### src/rtl/alu_op_sequencer.sv
// -----------------------------------------------------------------------------
// alu_op_sequencer
//
// Initiator side of the alu32 operand/control interface. One ALU request is
// accepted per transaction, decoded to the alu32 gin code, presented to alu32
// for exactly one EXEC cycle from registered operands, and the captured
// sum/zout is returned on a response handshake.
//
// Handshake semantics (both channels): a transfer happens on the rising edge
// where valid and ready are both 1. req_ready depends only on the FSM state.
// rsp_valid depends only on the FSM state. Neither depends combinationally on
// the opposite side's valid/ready input. Once rsp_valid is high, rsp_* stay
// stable until the transfer edge.
//
// Ports:
//   clk, reset           rising-edge clock, synchronous active-high reset
//   req_valid/req_ready  request handshake
//   req_aluop            00=add, 01=sub, 10=use funct, 11=illegal
//   req_funct            R-type funct field
//   req_a, req_b         operands
//   alu_a, alu_b, alu_gin  drive to alu32 (0/0/010 outside EXEC)
//   alu_sum, alu_zout    results from alu32
//   rsp_valid/rsp_ready  response handshake
//   rsp_result, rsp_zero, rsp_err  captured result, zero flag, illegal flag
//   chk_mismatch         (only with ALU_OP_SEQUENCER_CHECK_EN) sticky flag set
//                        when alu32 disagrees with the internal model in EXEC
//
// Optional feature macro: ALU_OP_SEQUENCER_CHECK_EN
// -----------------------------------------------------------------------------
module alu_op_sequencer #(
  parameter int WIDTH   = 32,
  parameter int FUNCT_W = 6
) (
  input  logic               clk,
  input  logic               reset,
  input  logic               req_valid,
  output logic               req_ready,
  input  logic [1:0]         req_aluop,
  input  logic [FUNCT_W-1:0] req_funct,
  input  logic [WIDTH-1:0]   req_a,
  input  logic [WIDTH-1:0]   req_b,
  output logic [WIDTH-1:0]   alu_a,
  output logic [WIDTH-1:0]   alu_b,
  output logic [2:0]         alu_gin,
  input  logic [WIDTH-1:0]   alu_sum,
  input  logic               alu_zout,
  output logic               rsp_valid,
  input  logic               rsp_ready,
  output logic [WIDTH-1:0]   rsp_result,
  output logic               rsp_zero,
  output logic               rsp_err
`ifdef ALU_OP_SEQUENCER_CHECK_EN
  ,
  output logic               chk_mismatch
`endif
);

  localparam logic [2:0] GIN_AND = 3'b000;
  localparam logic [2:0] GIN_OR  = 3'b001;
  localparam logic [2:0] GIN_ADD = 3'b010;
  localparam logic [2:0] GIN_SUB = 3'b110;
  localparam logic [2:0] GIN_SLT = 3'b111;

  typedef enum logic [1:0] {
    IDLE = 2'd0,
    EXEC = 2'd1,
    RESP = 2'd2
  } state_t;

  // Current FSM state; kept as a named signal so checkers can bind to it.
  state_t state;
  state_t state_next;

  logic [WIDTH-1:0] a_q;
  logic [WIDTH-1:0] b_q;
  logic [2:0]       gin_q;
  logic [WIDTH-1:0] result_q;
  logic             zero_q;
  logic             err_q;

  logic [2:0] dec_gin;
  logic       dec_legal;

  // Request decode to the alu32 gin code.
  always_comb begin
    dec_gin   = GIN_ADD;
    dec_legal = 1'b1;
    case (req_aluop)
      2'b00: dec_gin = GIN_ADD;
      2'b01: dec_gin = GIN_SUB;
      2'b10: begin
        if (req_funct == FUNCT_W'(6'b100000))      dec_gin = GIN_ADD;
        else if (req_funct == FUNCT_W'(6'b100010)) dec_gin = GIN_SUB;
        else if (req_funct == FUNCT_W'(6'b100100)) dec_gin = GIN_AND;
        else if (req_funct == FUNCT_W'(6'b100101)) dec_gin = GIN_OR;
        else if (req_funct == FUNCT_W'(6'b101010)) dec_gin = GIN_SLT;
        else                                       dec_legal = 1'b0;
      end
      default: dec_legal = 1'b0;
    endcase
  end

  // State register.
  always_ff @(posedge clk) begin
    if (reset) state <= IDLE;
    else       state <= state_next;
  end

  // Next-state logic.
  always_comb begin
    state_next = state;
    case (state)
      IDLE: begin
        if (req_valid) state_next = dec_legal ? EXEC : RESP;
      end
      EXEC:    state_next = RESP;
      RESP: begin
        if (rsp_ready) state_next = IDLE;
      end
      default: state_next = IDLE;
    endcase
  end

  // Datapath registers: operands latched on accept, result captured in EXEC.
  // An illegal request zeroes result/zero at the accept edge since it never
  // passes through EXEC.
  always_ff @(posedge clk) begin
    if (reset) begin
      a_q      <= '0;
      b_q      <= '0;
      gin_q    <= GIN_ADD;
      result_q <= '0;
      zero_q   <= 1'b0;
      err_q    <= 1'b0;
    end else begin
      case (state)
        IDLE: begin
          if (req_valid) begin
            a_q      <= req_a;
            b_q      <= req_b;
            gin_q    <= dec_gin;
            err_q    <= ~dec_legal;
            result_q <= '0;
            zero_q   <= 1'b0;
          end
        end
        EXEC: begin
          result_q <= alu_sum;
          zero_q   <= alu_zout;
        end
        default: ;
      endcase
    end
  end

  // Outputs depend only on state and registers, so req_* cannot glitch them.
  always_comb begin
    req_ready  = (state == IDLE);
    rsp_valid  = (state == RESP);
    rsp_result = result_q;
    rsp_zero   = zero_q;
    rsp_err    = err_q;
    alu_a      = '0;
    alu_b      = '0;
    alu_gin    = GIN_ADD;
    if (state == EXEC) begin
      alu_a   = a_q;
      alu_b   = b_q;
      alu_gin = gin_q;
    end
  end

`ifdef ALU_OP_SEQUENCER_CHECK_EN
  logic [WIDTH-1:0] model_diff;
  logic [WIDTH-1:0] model_sum;
  logic             model_zero;

  // Reference for the latched operation; slt is the sign bit of a-b, matching
  // alu32 (including its behaviour on signed overflow).
  always_comb begin
    model_diff = a_q - b_q;
    model_sum  = '0;
    case (gin_q)
      GIN_ADD: model_sum = a_q + b_q;
      GIN_SUB: model_sum = model_diff;
      GIN_AND: model_sum = a_q & b_q;
      GIN_OR:  model_sum = a_q | b_q;
      GIN_SLT: model_sum = {{(WIDTH-1){1'b0}}, model_diff[WIDTH-1]};
      default: model_sum = '0;
    endcase
    model_zero = (model_sum == '0);
  end

  always_ff @(posedge clk) begin
    if (reset) begin
      chk_mismatch <= 1'b0;
    end else if (state == EXEC &&
                 (alu_sum != model_sum || alu_zout != model_zero)) begin
      chk_mismatch <= 1'b1;
    end
  end
`endif

endmodule

### config.mk
export PLATFORM = sky130hd
export DESIGN_NAME = alu_op_sequencer
export DESIGN_NICKNAME = d
export VERILOG_FILES = /design/src/rtl/alu_op_sequencer.sv
export SDC_FILE = /design/constraint.sdc
export NUM_CORES = 1
export LEC_CHECK = 0
export ABC_AREA = 1
export BUFFER_PORTS_ARGS = -buffer_cell sky130_fd_sc_hd__buf_2
export CAP_MARGIN = 15
export CELL_PAD_IN_SITES_DETAIL_PLACEMENT = 0
export CELL_PAD_IN_SITES_GLOBAL_PLACEMENT = 1
export CORE_AREA = 10 10 106 156
export DETAILED_ROUTE_END_ITERATION = 8
export DIE_AREA = 0 0 116 166
export PLACE_DENSITY = 0.76
export REMOVE_ABC_BUFFERS = 1
export SYNTH_ARGS = -nofsm -noshare
export SYNTH_HDL_FRONTEND = slang
export SYNTH_SLANG_ARGS = --single-unit
### constraint.sdc
create_clock -name clk -period 1.3 [get_ports clk]
set_input_delay 0 -clock clk [delete_from_list [all_inputs] [get_ports clk]]
set_output_delay 0 -clock clk [all_outputs]
set_load 0.02 [all_outputs]
==> results.yml <==
cells_and_area:
  multiInputGateArea_um2: 1970
  layout.nets: 985
  layout-drive-gt1-share: 0.365
  syn2layout_area_growth_pct: 83.3
  fillers: 1241
  register_area_um2: 2060
  post-route-cell-area_um2: 7680
  fin_util: 0.557
flow_run:
  maxCapViolations: 0
synth:
  synth.distinct_cells: 23
  yosysSeqAreaShare: 0.492
  yosys_register_bits: 103
  synth_cells: 568
  ys.flop_type: "dfxtp_1"
  synth_edf_count: 0
  avgSynthCellArea_um2: 7.38
  async_reset_ff_frac: 0
  synth_warnings: 0
  syn_area_um2: 4190
sta:
  hold_ws_ps: 79.8
  tightest_slew_ps: 550
  max_freq_mhz: 670
  min_period_ps: 1490
  slew_headroom: 0.632
  fin_crit_sh: 1.15
  maxSlewViolCount: 0
  fin_skew_ps: 13.8
  final-setup-viol-count: 73
  finalHoldViolCount: 0
  fin_ws_ps: -192
  rsz0062_at_grt: "yes"
floorplanning:
  dieHeight_um: 166
  core_um2: 13800
  io_pins: 212
  start_util: 0.304
  row_count: 53
  fp.dieArea_um2: 19300
  die_width_um: 116
pwr:
  swShare: 0.283
  p_leak_nw: 3.31
  power_per_cell_area_nw_per_um2: 1010
  ir_drop_uv: 606
  p_comb_frac: 0.192
  p_seq_frac: 0.442
  pwr-share-clk: 0.366
  p_int_mw: 5.58
  power.switching_mw: 2.20
  finalPower_mw: 7.78
clocking:
  cts_buffers: 9
  clock_latency_ps: 350
  cts.clk_slew.worst_paths_ps: 80
  max-clock-path-buffers: 2
  clkSinkCount: 103
  htreeDepth: 3
  clockRootBuffer: "clkbuf_16"
  cts_tree: "done"
drt:
  vias: 4801
  vias_per_cell: 4.60
  drt_iter0_markers: 214
  antenna_left: 0
  routedWlPerCell_um: 15.8
  drc: 0
  drt_first_pass_iters: 4
  wl_um: 16500
worst_setup_path:
  cpPeakStageDelay_ps: 340
  crit_family: "buffers and inverters"
  startpoint_type: "flop"
  crit_buf_inv: 5
  critPathRequiredTime_ps: 1300
  slowest_stage: "dfxtp_2"
  worstPathArrival_ps: 1490
  worstPathCellList: "inv_2 -> nor2_4 -> buf_6 -> inv_12 -> clkbuf_16 -> nor2_2 -> buf_4"
  end_kind: "primary output"
  cp_max_fo: 13
  crit_type: "reg2out"
status:
  violations: "setup timing"
  outcome: "finished with violations"
placement:
  pre_cts_slack_ps: -197
  place_hpwl_um: 10200
  port_buffers: 211
  gp_congestion: 0.760
  placed_area_um2: 5350
hold_path:
  hp-class: "in2reg"
global_routing:
  grt_pass1_vias: 4944
  grt_max_degree: 60
  antenna_found_initial: 0
  grt-ovfl-total: 0
  grt_pass1_wl_um: 25100
  grtUsageTotal: 0.160
[worst paths after layout]
kind | from | end | slack (ps) | cells after the start
worst max-delay path | state[0] | alu_b[13] | -190 | 7
worst max register to register | state[1] | b_q[0] | -40 | 5
worst min register to register | b_q[12] | b_q[12] | 460 | 2
worst min-delay path | req_funct[2] | gin_q[2] | 80 | 4
[synthesized netlist by cell type, types with 3 or more instances]
library cell | number | area share
dfxtp_1 | 103 | 0.49
a21oi_1 | 102 | 0.12
inv_1 | 84 | 0.075
nand2_1 | 78 | 0.070
nor2_1 | 76 | 0.068
o21ai_0 | 53 | 0.063
o21ai_1 | 14 | 0.017
clkbuf_1 | 12 | 0.011
buf_2 | 9 | 0.011
buf_6 | 7 | 0.019
clkbuf_2 | 6 | 0.0072
ha_1 | 4 | 0.012
nand3_1 | 4 | 0.0048
buf_4 | 3 | 0.0054
nor2_4 | 3 | 0.0081
[routing by layer]
| metal | routed length [um] | vias to the layer above | track usage |
|---|---|---|---|
| li1 | - | 2393 | - |
| met1 | 6560 | 2198 | 0.176 |
| met2 | 8270 | 188 | 0.280 |
| met3 | 1420 | 22 | 0.0568 |
| met4 | 256 | 0 | 0.0464 |
| met5 | 0 | - | 0 |
[kinds of logic (layout without fill, tap and decap cells)]
logic type	after synthesis	in the layout	synth area share
buffers and inverters	124	432	0.131
other	0	1	0
adders and majority gates	4	4	0.0119
and+or+nand+nor	166	167	0.159
AOI/OAI and AO/OA	171	171	0.206
DFF	103	103	0.492
[worst reg2reg max path, cell delays in order, from the launching register on]
cell	delay, ps
dfxtp_2	350
nor2_2	180
nand2_4	130
buf_12	210
o21ai_0	270
a21oi_1	80
[registers in the layout, indices dropped and copies added, names as in the netlist]
| signal | count |
|---|---|
| a_q | 32 |
| b_q | 32 |
| rsp_result | 32 |
| gin_q | 3 |
| state | 2 |
| rsp_err | 1 |
| rsp_zero | 1 |
[per-stage QoR]
step	std cells	setup TNS, ps
global route	1042	-15300
detailed placement	917	-5080
global placement	917	-2800
CTS	1038	-11030
floorplan	530	-55050
finish	1043	-9080
[layout make-up]
class                      instances  area share
inverter                          86      0.0437
antenna                            1    0.000326
clock buffer                       9      0.0293
multi-input combinational        342       0.257
tap                              165      0.0269
sequential                       103       0.269
clock inverter                     7      0.0112
timing repair buffer             330       0.363
[power by group through the flow]
stage | Sequential, mW | Combinational (mW) | Clock [mW]
global placement | 3.50 | 0.953 | 0
CTS | 3.44 | 1.38 | 2.94
finish | 3.44 | 1.49 | 2.85
floorplan | 3.52 | 0.518 | 0
global route | 3.46 | 1.64 | 3.08
detailed placement | 3.51 | 0.980 | 0
[layout by cell type (no fill, tap or decap), drive strengths merged]
cell | synthesis | final
nor3 | 2 | 2
dfxtp | 103 | 103
ha | 4 | 4
a21oi | 102 | 102
clkinv | 0 | 3
o21ai | 67 | 67
nand2 | 79 | 79
bufinv | 0 | 1
nand3 | 4 | 4
diode | 0 | 1
a31oi | 1 | 1
o22ai | 1 | 1
inv | 86 | 89
dlygate4sd3 | 0 | 98
or2 | 1 | 1
clkbuf | 18 | 12
nor2 | 80 | 81
buf | 20 | 229
[timing repair]
item	in CTS	in global routing
pin swaps	2	2
endpoints found under the setup margin	103	147
hold endpoints to repair	98	0
hold buffers	98	0
gates resized for setup	178	76
buffers inserted	1	1
gates cloned	6	3
(Power assumes the default switching activity.)
